### src/rtl/tail_light_pkg.sv
// Shared tail-light definitions: light-state encoding and counter widths.
// The output-logic decoder uses these same codes, so keep the two in step.
package tail_light_pkg;

    localparam int STATE_W = 3;
    localparam int CNT_W   = 2;

    // Code 3'b111 is deliberately left unassigned.
    typedef enum logic [STATE_W-1:0] {
        IDLE   = 3'b000,
        LEFT   = 3'b001,
        RIGHT  = 3'b010,
        LBREAK = 3'b011,
        RBREAK = 3'b100,
        BREAK  = 3'b101,
        HAZARD = 3'b110
    } state_e;

endpackage

### src/rtl/tail_light_ctrl_tick.sv
// Blink-rate prescaler: one-cycle tick every TICK_DIV clocks; clr restarts the period.
module blink_tick_gen #(
    parameter int TICK_DIV = 12500000
) (
    input  logic clk,
    input  logic reset,
    input  logic clr,
    output logic tick
);

    localparam int PW = (TICK_DIV > 1) ? $clog2(TICK_DIV) : 1;
    localparam logic [PW-1:0] LAST = PW'(TICK_DIV - 1);

    logic [PW-1:0] cnt_q;
    logic [PW-1:0] cnt_d;

    assign tick = (cnt_q == LAST);

    always_comb begin
        cnt_d = cnt_q + PW'(1);
        if (clr || tick) begin
            cnt_d = '0;
        end
    end

    always_ff @(posedge clk or posedge reset) begin
        if (reset) begin
            cnt_q <= '0;
        end else begin
            cnt_q <= cnt_d;
        end
    end

endmodule

### src/rtl/tail_light_ctrl.sv
// Tail-light sequencer: synchronises the four switches, holds the light state and
// runs the sweep/blink counters that the output logic decodes.
module tail_light_ctrl
    import tail_light_pkg::*;
#(
    parameter int TICK_DIV    = 12500000,
    parameter int SYNC_STAGES = 2
) (
    input  logic               clk,
    input  logic               reset,
    input  logic               sw_left,
    input  logic               sw_right,
    input  logic               sw_brake,
    input  logic               sw_hazard,
    output logic [STATE_W-1:0] current_state,
    output logic [CNT_W-1:0]   count_lb,
    output logic [CNT_W-1:0]   count_rb,
    output logic               count_h
);

    // Switch vector layout: {hazard, brake, right, left}.
    logic [SYNC_STAGES-1:0][3:0] sync_q;
    logic [SYNC_STAGES-1:0][3:0] sync_d;
    logic                        l_s, r_s, b_s, h_s;

    state_e                      state_q, state_d;
    logic [CNT_W-1:0]            lb_q, lb_d;
    logic [CNT_W-1:0]            rb_q, rb_d;
    logic                        h_q, h_d;
    logic                        state_chg;
    logic                        tick;

    always_comb begin
        sync_d[0] = {sw_hazard, sw_brake, sw_right, sw_left};
        for (int i = 1; i < SYNC_STAGES; i++) begin
            sync_d[i] = sync_q[i-1];
        end
    end

    assign {h_s, b_s, r_s, l_s} = sync_q[SYNC_STAGES-1];

    always_comb begin
        state_d = IDLE;
        if (state_q == state_e'(3'b111)) begin
            state_d = IDLE;
        end else if (h_s) begin
            state_d = HAZARD;
        end else if (b_s && l_s && !r_s) begin
            state_d = LBREAK;
        end else if (b_s && r_s && !l_s) begin
            state_d = RBREAK;
        end else if (b_s) begin
            state_d = BREAK;
        end else if (l_s && !r_s) begin
            state_d = LEFT;
        end else if (r_s && !l_s) begin
            state_d = RIGHT;
        end
    end

    assign state_chg = (state_d != state_q);

    blink_tick_gen #(
        .TICK_DIV (TICK_DIV)
    ) u_tick (
        .clk   (clk),
        .reset (reset),
        .clr   (state_chg),
        .tick  (tick)
    );

    // A state change always restarts the sweep, even on a tick edge.
    always_comb begin
        lb_d = lb_q;
        rb_d = rb_q;
        h_d  = h_q;
        if (state_chg || !(state_q == LEFT || state_q == LBREAK)) begin
            lb_d = '0;
        end else if (tick) begin
            lb_d = lb_q + CNT_W'(1);
        end
        if (state_chg || !(state_q == RIGHT || state_q == RBREAK)) begin
            rb_d = '0;
        end else if (tick) begin
            rb_d = rb_q + CNT_W'(1);
        end
        if (state_chg || state_q != HAZARD) begin
            h_d = 1'b0;
        end else if (tick) begin
            h_d = !h_q;
        end
    end

    always_ff @(posedge clk or posedge reset) begin
        if (reset) begin
            sync_q  <= '0;
            state_q <= IDLE;
            lb_q    <= '0;
            rb_q    <= '0;
            h_q     <= 1'b0;
        end else begin
            sync_q  <= sync_d;
            state_q <= state_d;
            lb_q    <= lb_d;
            rb_q    <= rb_d;
            h_q     <= h_d;
        end
    end

    assign current_state = state_q;
    assign count_lb      = lb_q;
    assign count_rb      = rb_q;
    assign count_h       = h_q;

endmodule

### config.mk
export PLATFORM = sky130hd
export DESIGN_NAME = tail_light_ctrl
export DESIGN_NICKNAME = d
export VERILOG_FILES = /design/src/rtl/tail_light_pkg.sv /design/src/rtl/tail_light_ctrl_tick.sv /design/src/rtl/tail_light_ctrl.sv
export SDC_FILE = /design/constraint.sdc
export NUM_CORES = 1
export LEC_CHECK = 0
export CAP_MARGIN = 20
export CORE_MARGIN = 5
export CORE_UTILIZATION = 40
export DETAILED_ROUTE_END_ITERATION = 8
export PLACE_DENSITY_LB_ADDON = 0.1
export RECOVER_POWER = 25
export SYNTH_ARGS = -nofsm -noshare
export SYNTH_HDL_FRONTEND = slang
export SYNTH_SLANG_ARGS = --single-unit
### constraint.sdc
create_clock -name clk -period 2 [get_ports clk]
set_clock_uncertainty 0.15 [all_clocks]
set_input_delay 0.3 -clock clk [delete_from_list [all_inputs] [get_ports clk]]
set_output_delay 0.3 -clock clk [all_outputs]
set_load 0.01 [all_outputs]
==> results of run 1 <==
## cell usage after synthesis (all sizes together) (2+ instances only)
cell     n
dfrtp   40
nor2    32
nand3   20
xor2    17
xnor2   11
and3     9
inv      7
nand2    6
nand4    6
nor2b    5
nor3     5
nor4     4
a21oi    3
nand2b   3
buf      2
clkbuf   2
nor3b    2
nor4b    2
o21a     2
o21ai    2
## power by group through the flow
stage                     registers, W  logic, W  clock network, W
after global routing          0.000841  0.000310          0.000725
after CTS                     0.000836  0.000230          0.000690
final                         0.000838  0.000286          0.000672
after floorplan               0.000858  0.000128                 0
after detailed placement      0.000852  0.000230                 0
after global placement        0.000851  0.000226                 0
## critical path: cells and delay by family (launching register included)
family | cells | cell delay [ps]
buf+inv | 1 | 210
flops | 1 | 390
compound gates | 1 | 260
simple gates | 4 | 890
## registers in the layout, indices dropped and copies added, names as in the netlist
register       flops
b_s                1
count_h            1
count_lb           2
count_rb           2
current_state      3
h_s                1
l_s                1
r_s                1
sync_d             4
u_tick.cnt_q      24
## worst max-delay path by stage
stage                                          start                         end  slack (ps)  cells after the start
after CTS                              l_s$_DFF_PP0_   u_tick.cnt_q[4]$_DFF_PP0_          30                      6
after detailed placement               l_s$_DFF_PP0_   u_tick.cnt_q[4]$_DFF_PP0_          50                      6
final                                  r_s$_DFF_PP0_  u_tick.cnt_q[12]$_DFF_PP0_          40                      6
after floorplan           current_state[2]$_DFF_PP0_     count_rb[0]$_DFFE_PP0P_          10                      6
after global routing                   r_s$_DFF_PP0_  u_tick.cnt_q[12]$_DFF_PP0_         -50                      6
after global placement    u_tick.cnt_q[16]$_DFF_PP0_   u_tick.cnt_q[3]$_DFF_PP0_         100                      6
## through the flow
| step | hold slack, ps | TNS, ps | setup WS [ps] |
|---|---|---|---|
| 2_1_floorplan | 181 | 0 | 10.0 |
| 3_3_place_gp | 181 | 0 | 104 |
| 3_5_place_dp | 185 | 0 | 49.3 |
| 4_1_cts | 204 | 0 | 30.0 |
| 5_1_grt | 211 | -412 | -47.4 |
| 6_report | 202 | 0 | 35.3 |
## timing repair
action,CTS,global route
setup endpoints to repair,0,29
endpoints found under the hold margin,0,0
setup buffers,0,2
gates resized for setup,0,27
hold buffers,0,0
## cell type report
cell class	instances	area (µm²)	share of cell area (%)
clock buffer	5	68.8	2.55
clock inverter	3	47.5	1.76
inverter	7	26.3	0.974
multi-input combinational	143	1060	39.4
sequential	40	1000	37.1
tap	67	83.8	3.11
timing repair buffer	43	408	15.1
## routing by layer
layer	GRT usage (%)	wire length [µm]
met1	19.7	2060
met2	21.9	2000
met3	3.36	202
met4	5.57	50
met5	0	0
## logic make-up after synthesis
logic type	count (synthesis)	synth area share, %
flops	40	50.3
simple gates	99	28.3
buf+inv	11	2.51
xor+xnor	28	12.3
fa+ha+maj	1	0.628
compound gates	15	5.91
==> flow_summary.json, run 1 <==
{
  "swShare_pct": 25.7,
  "grt_max_degree": 41,
  "netlist_top_cells_area": "dfrtp_1 50%, xor2_1 7.5%, xnor2_1 4.8%, nand3_1 4.8%, nor2_1 4.7%",
  "mostFrequentLayoutCells": "40 x dfrtp_1, 25 x buf_4, 18 x nand3_1",
  "cts-htree-levels": 2,
  "endpoint_kind": "flop",
  "final_nets": 247,
  "io_pins": 14,
  "dp.cells": 296,
  "final_core_util_pct": 56.3,
  "hold_depth": 0,
  "r2r-end": "u_tick.cnt_q[12]$_DFF_PP0_",
  "max-slew-margin-rel_pct": 35.8,
  "startpoint_type": "flop",
  "path_cells": "nor4b_4 > or4b_4 > o22ai_4 > nand4_4 > clkbuf_16 > nor2_2",
  "area_growth_pct": 35.4,
  "ys_types": 39,
  "antenna_found_initial": 0,
  "ys_ff_latch": 40,
  "drt-initial-drc-count": 138,
  "rrSetupSlack_ps": 40,
  "max_stage_delay_ps": 500,
  "drtPass1Iterations": 4,
  "mostFrequentLayoutCell": "dfrtp_1",
  "critPathSlowestCell": "or4b_4",
  "dp.final_hpwl_um": 3000,
  "die_area_mm2": 0.00649,
  "stdcell_area_mm2": 0.00270,
  "routed_wl_um": 4310,
  "drive_gt1_share_pct": 27.0,
  "via_per_inst": 5.10,
  "clk_pin_slew_worst_paths_ps": 80,
  "min_to": "l_s$_DFF_PP0_",
  "critPathKind": "flop to flop",
  "seq_power_share_pct": 46.7,
  "p_comb_share_pct": 15.9,
  "rsz0062_at_grt": "yes",
  "cts_buffer_depth": 2,
  "power.switching_w": 0.000462,
  "cts.sinks": 40,
  "r2r_start": "r_s$_DFF_PP0_",
  "cp.arrival_ps": 2050,
  "critPathRequiredTime_ps": 2090,
  "clkPwrFrac_pct": 37.4,
  "worst-r2r-cell-count": 6,
  "placed_cell_area_mm2": 0.00239,
  "routedWlPerCell_um": 14.0,
  "diodes": 0,
  "ys_warn_count": 0,
  "num_rows": 25,
  "vias": 1570,
  "core_mm2": 0.00479,
  "path_max_fanout": 7,
  "hold_class": "flop to flop",
  "status": "finished, final reports clean",
  "vdd.ir_drop.worst_uv": 617,
  "synth_top_area_share_pct": 50.3,
  "gr-total-overflow": 0,
  "syn_avg_cell_area_um2": 10.3,
  "grt.total_usage_pct": 14.4,
  "cap_violations": 0,
  "cts_root_buffer": "clkbuf_8",
  "postSynthCellCount": 194,
  "p_per_area_mw_per_mm2": 666,
  "cts_buffers": 5,
  "p_leak_nw": 1.09,
  "stdcell_count": 308,
  "clock_latency_ps": 300,
  "drc": 0,
  "synth_edf_count": 0,
  "finalSetupViolCount": 0,
  "start_util_pct": 41.6,
  "tightest_slew_ps": 963,
  "antenna_left": 0,
  "yosysSeqAreaShare_pct": 50.3,
  "grt_first_pass_wirelength_um": 7100,
  "hold_viol_final": 0,
  "cts_tree": "yes",
  "fp.dieW_um": 80.5,
  "finalCritPeriodShare_pct": 98.2,
  "nFillCells": 421,
  "gp_congestion": 0.885,
  "syn-cell-area_mm2": 0.00199,
  "timing.final.crit_period_ps": 1960,
  "port_buffers": 13,
  "holdCritStartpoint": "sync_d[4]$_DFF_PP0_",
  "p_total_w": 0.00180,
  "synthArstFlopShare_pct": 100,
  "slew_viol_final": 0,
  "synth_area_leader_cell": "dfrtp_1",
  "intPower_w": 0.00133,
  "first_global_vias": 1527,
  "die_h_um": 80.5,
  "synth_flop_cell": "dfrtp_1",
  "syn-num-nets": 201,
  "fmax_ghz": 0.509
}
Power figures use the tool's default switching activity.
==> inputs of run 2 (changes only) <==
--- a/config.mk
+++ b/config.mk
@@ -8,7 +8,9 @@
 export CAP_MARGIN = 20
 export CORE_MARGIN = 5
 export CORE_UTILIZATION = 40
+export CTS_BUF_LIST = sky130_fd_sc_hd__clkbuf_16
 export DETAILED_ROUTE_END_ITERATION = 8
+export HOLD_SLACK_MARGIN = 0.02
 export PLACE_DENSITY_LB_ADDON = 0.1
 export RECOVER_POWER = 25
 export SYNTH_ARGS = -nofsm -noshare
==> run 2 against run 1 <==
Compared with the run above: sequential share of layout area is 1.1 points higher; via count is 2.6% lower; non-clock buffer count is 4 lower; clock power is 35% higher; worst setup slack better by 39 ps; combinational power is 19% lower; register-to-register slack better by 40 ps; utilization is 1.7 points lower; clock-buffer cell count stayed put; global-route usage is 0.17 points higher; wire length is 4.2% lower; power is 10% higher; largest cell class is now registers; largest power group is now the clock network.
==> flow_summary.json, run 2 (synthesis results as in run 1) <==
{
  "status": "finished, final reports clean",
  "p_total_w": 0.00198,
  "cts_root_buffer": "clkbuf_16",
  "drc": 0,
  "endpoint_kind": "flop",
  "start_util_pct": 41.6,
  "max-slew-margin-rel_pct": 35.9,
  "cts_resized": 0,
  "hold_viol_final": 0,
  "cap_violations": 0,
  "startpoint": "u_tick.cnt_q[7]$_DFF_PP0_",
  "routed_wl_um": 4130,
  "critPathRequiredTime_ps": 2020,
  "final_nets": 243,
  "cp.arrival_ps": 1950,
  "grt_max_degree": 41,
  "fp.dieW_um": 80.5,
  "grt_first_pass_wirelength_um": 7160,
  "placed_cell_area_mm2": 0.00239,
  "route.met2.wl_um": 1930,
  "antenna_found_initial": 0,
  "fmax_ghz": 0.519,
  "antenna_left": 0,
  "cts_buffer_depth": 2,
  "clk_pin_slew_worst_paths_ps": 60,
  "drtPass1Iterations": 4,
  "cts_buffers": 5,
  "clock_latency_ps": 280,
  "die_h_um": 80.5,
  "holdCritStartpoint": "sync_d[4]$_DFF_PP0_",
  "routedWlPerCell_um": 13.6,
  "tightest_slew_ps": 962,
  "final_core_util_pct": 54.7,
  "mostFrequentLayoutCell": "dfrtp_1",
  "regArea_mm2": 0.00100,
  "gp_congestion": 0.885,
  "postCtsHoldBufs": 0,
  "io_pins": 14,
  "finalSetupViolCount": 0,
  "via_per_inst": 5.03,
  "largest_reg_flops": 24,
  "tns_ps": 0,
  "die_area_mm2": 0.00649,
  "p_leak_nw": 1.08,
  "drive_gt1_share_pct": 22.4,
  "cts_setup_buffers": 0,
  "fin_hold_ws_ps": 197,
  "grt.total_usage_pct": 14.5,
  "port_buffers": 13,
  "largest_register": "u_tick.cnt_q",
  "core_mm2": 0.00479,
  "vdd.ir_drop.worst_uv": 647,
  "cts.sinks": 40,
  "routed.top_layer": "met4",
  "dp.final_hpwl_um": 3000,
  "slew_viol_final": 0,
  "path_max_fanout": 15,
  "routedLengthMet1_um": 1990,
  "r2r_start": "u_tick.cnt_q[7]$_DFF_PP0_",
  "vias": 1529,
  "timing.final.crit_period_ps": 1930,
  "finalCritPeriodShare_pct": 96.3,
  "cts-htree-levels": 2,
  "first_global_vias": 1542,
  "diodes": 0,
  "critPathKind": "flop to flop",
  "stdcell_area_mm2": 0.00262,
  "cts_tree": "yes",
  "p_per_area_mw_per_mm2": 756,
  "hold_class": "flop to flop",
  "nFillCells": 417,
  "gr-total-overflow": 0,
  "num_rows": 25,
  "rsz0062_at_grt": "yes",
  "area_growth_pct": 31.4,
  "drt-initial-drc-count": 154,
  "multi_input_area_um2": 993,
  "mostFrequentLayoutCells": "40 x dfrtp_1, 24 x nor2_1, 23 x buf_4",
  "startpoint_type": "flop",
  "wl_met3_um": 181
}
-- run 2: per-stage QoR --
stage | setup WS [ps] | instances
after global placement | 104 | 296
after CTS | 25.5 | 304
after global routing | -14.0 | 304
final | 73.8 | 304
after detailed placement | 49.3 | 296
after floorplan | 10.0 | 194
-- run 2: worst paths after layout --
kind | slack [ps] | endpoint | cells past startpoint
min | 200 | l_s$_DFF_PP0_ | 0
max in group asynchronous | 500 | count_lb[0]$_DFFE_PP0P_ | 3
max | 70 | u_tick.cnt_q[11]$_DFF_PP0_ | 6
max reg2reg | 70 | u_tick.cnt_q[11]$_DFF_PP0_ | 6
min in group asynchronous | 600 | sync_d[7]$_DFF_PP0_ | 3
min reg2reg | 200 | l_s$_DFF_PP0_ | 0
-- run 2: layout make-up --
type | count | area share, %
Sequential cell | 40 | 38.3
Multi-Input combinational cell | 143 | 38.0
Timing Repair Buffer | 39 | 13.0
Clock buffer | 5 | 4.78
Tap cell | 67 | 3.20
Clock inverter | 3 | 1.82
Inverter | 7 | 1.00
-- run 2: routing by layer --
metal  vias to the layer above  GRT usage, %
met4                         0          5.57
li1                        754             -
met2                        29          22.3
met3                         2          3.36
met1                       744          19.9
met5                         -             0
-- run 2: power by group --
group          leakage (nW)  switching (W)  internal (W)
Clock                0.0840       0.000315      0.000592
Sequential            0.533      0.0000124      0.000828
Combinational         0.460       0.000129      0.000102
Total                  1.08       0.000456       0.00152
-- run 2: critical path, stage by stage (launching register included) --
cell and delay [ps]:
dfrtp_1 410, nor3_1 350, nand3_2 190, or3_4 390, nand4_4 100, buf_12 150, nor2_1 60
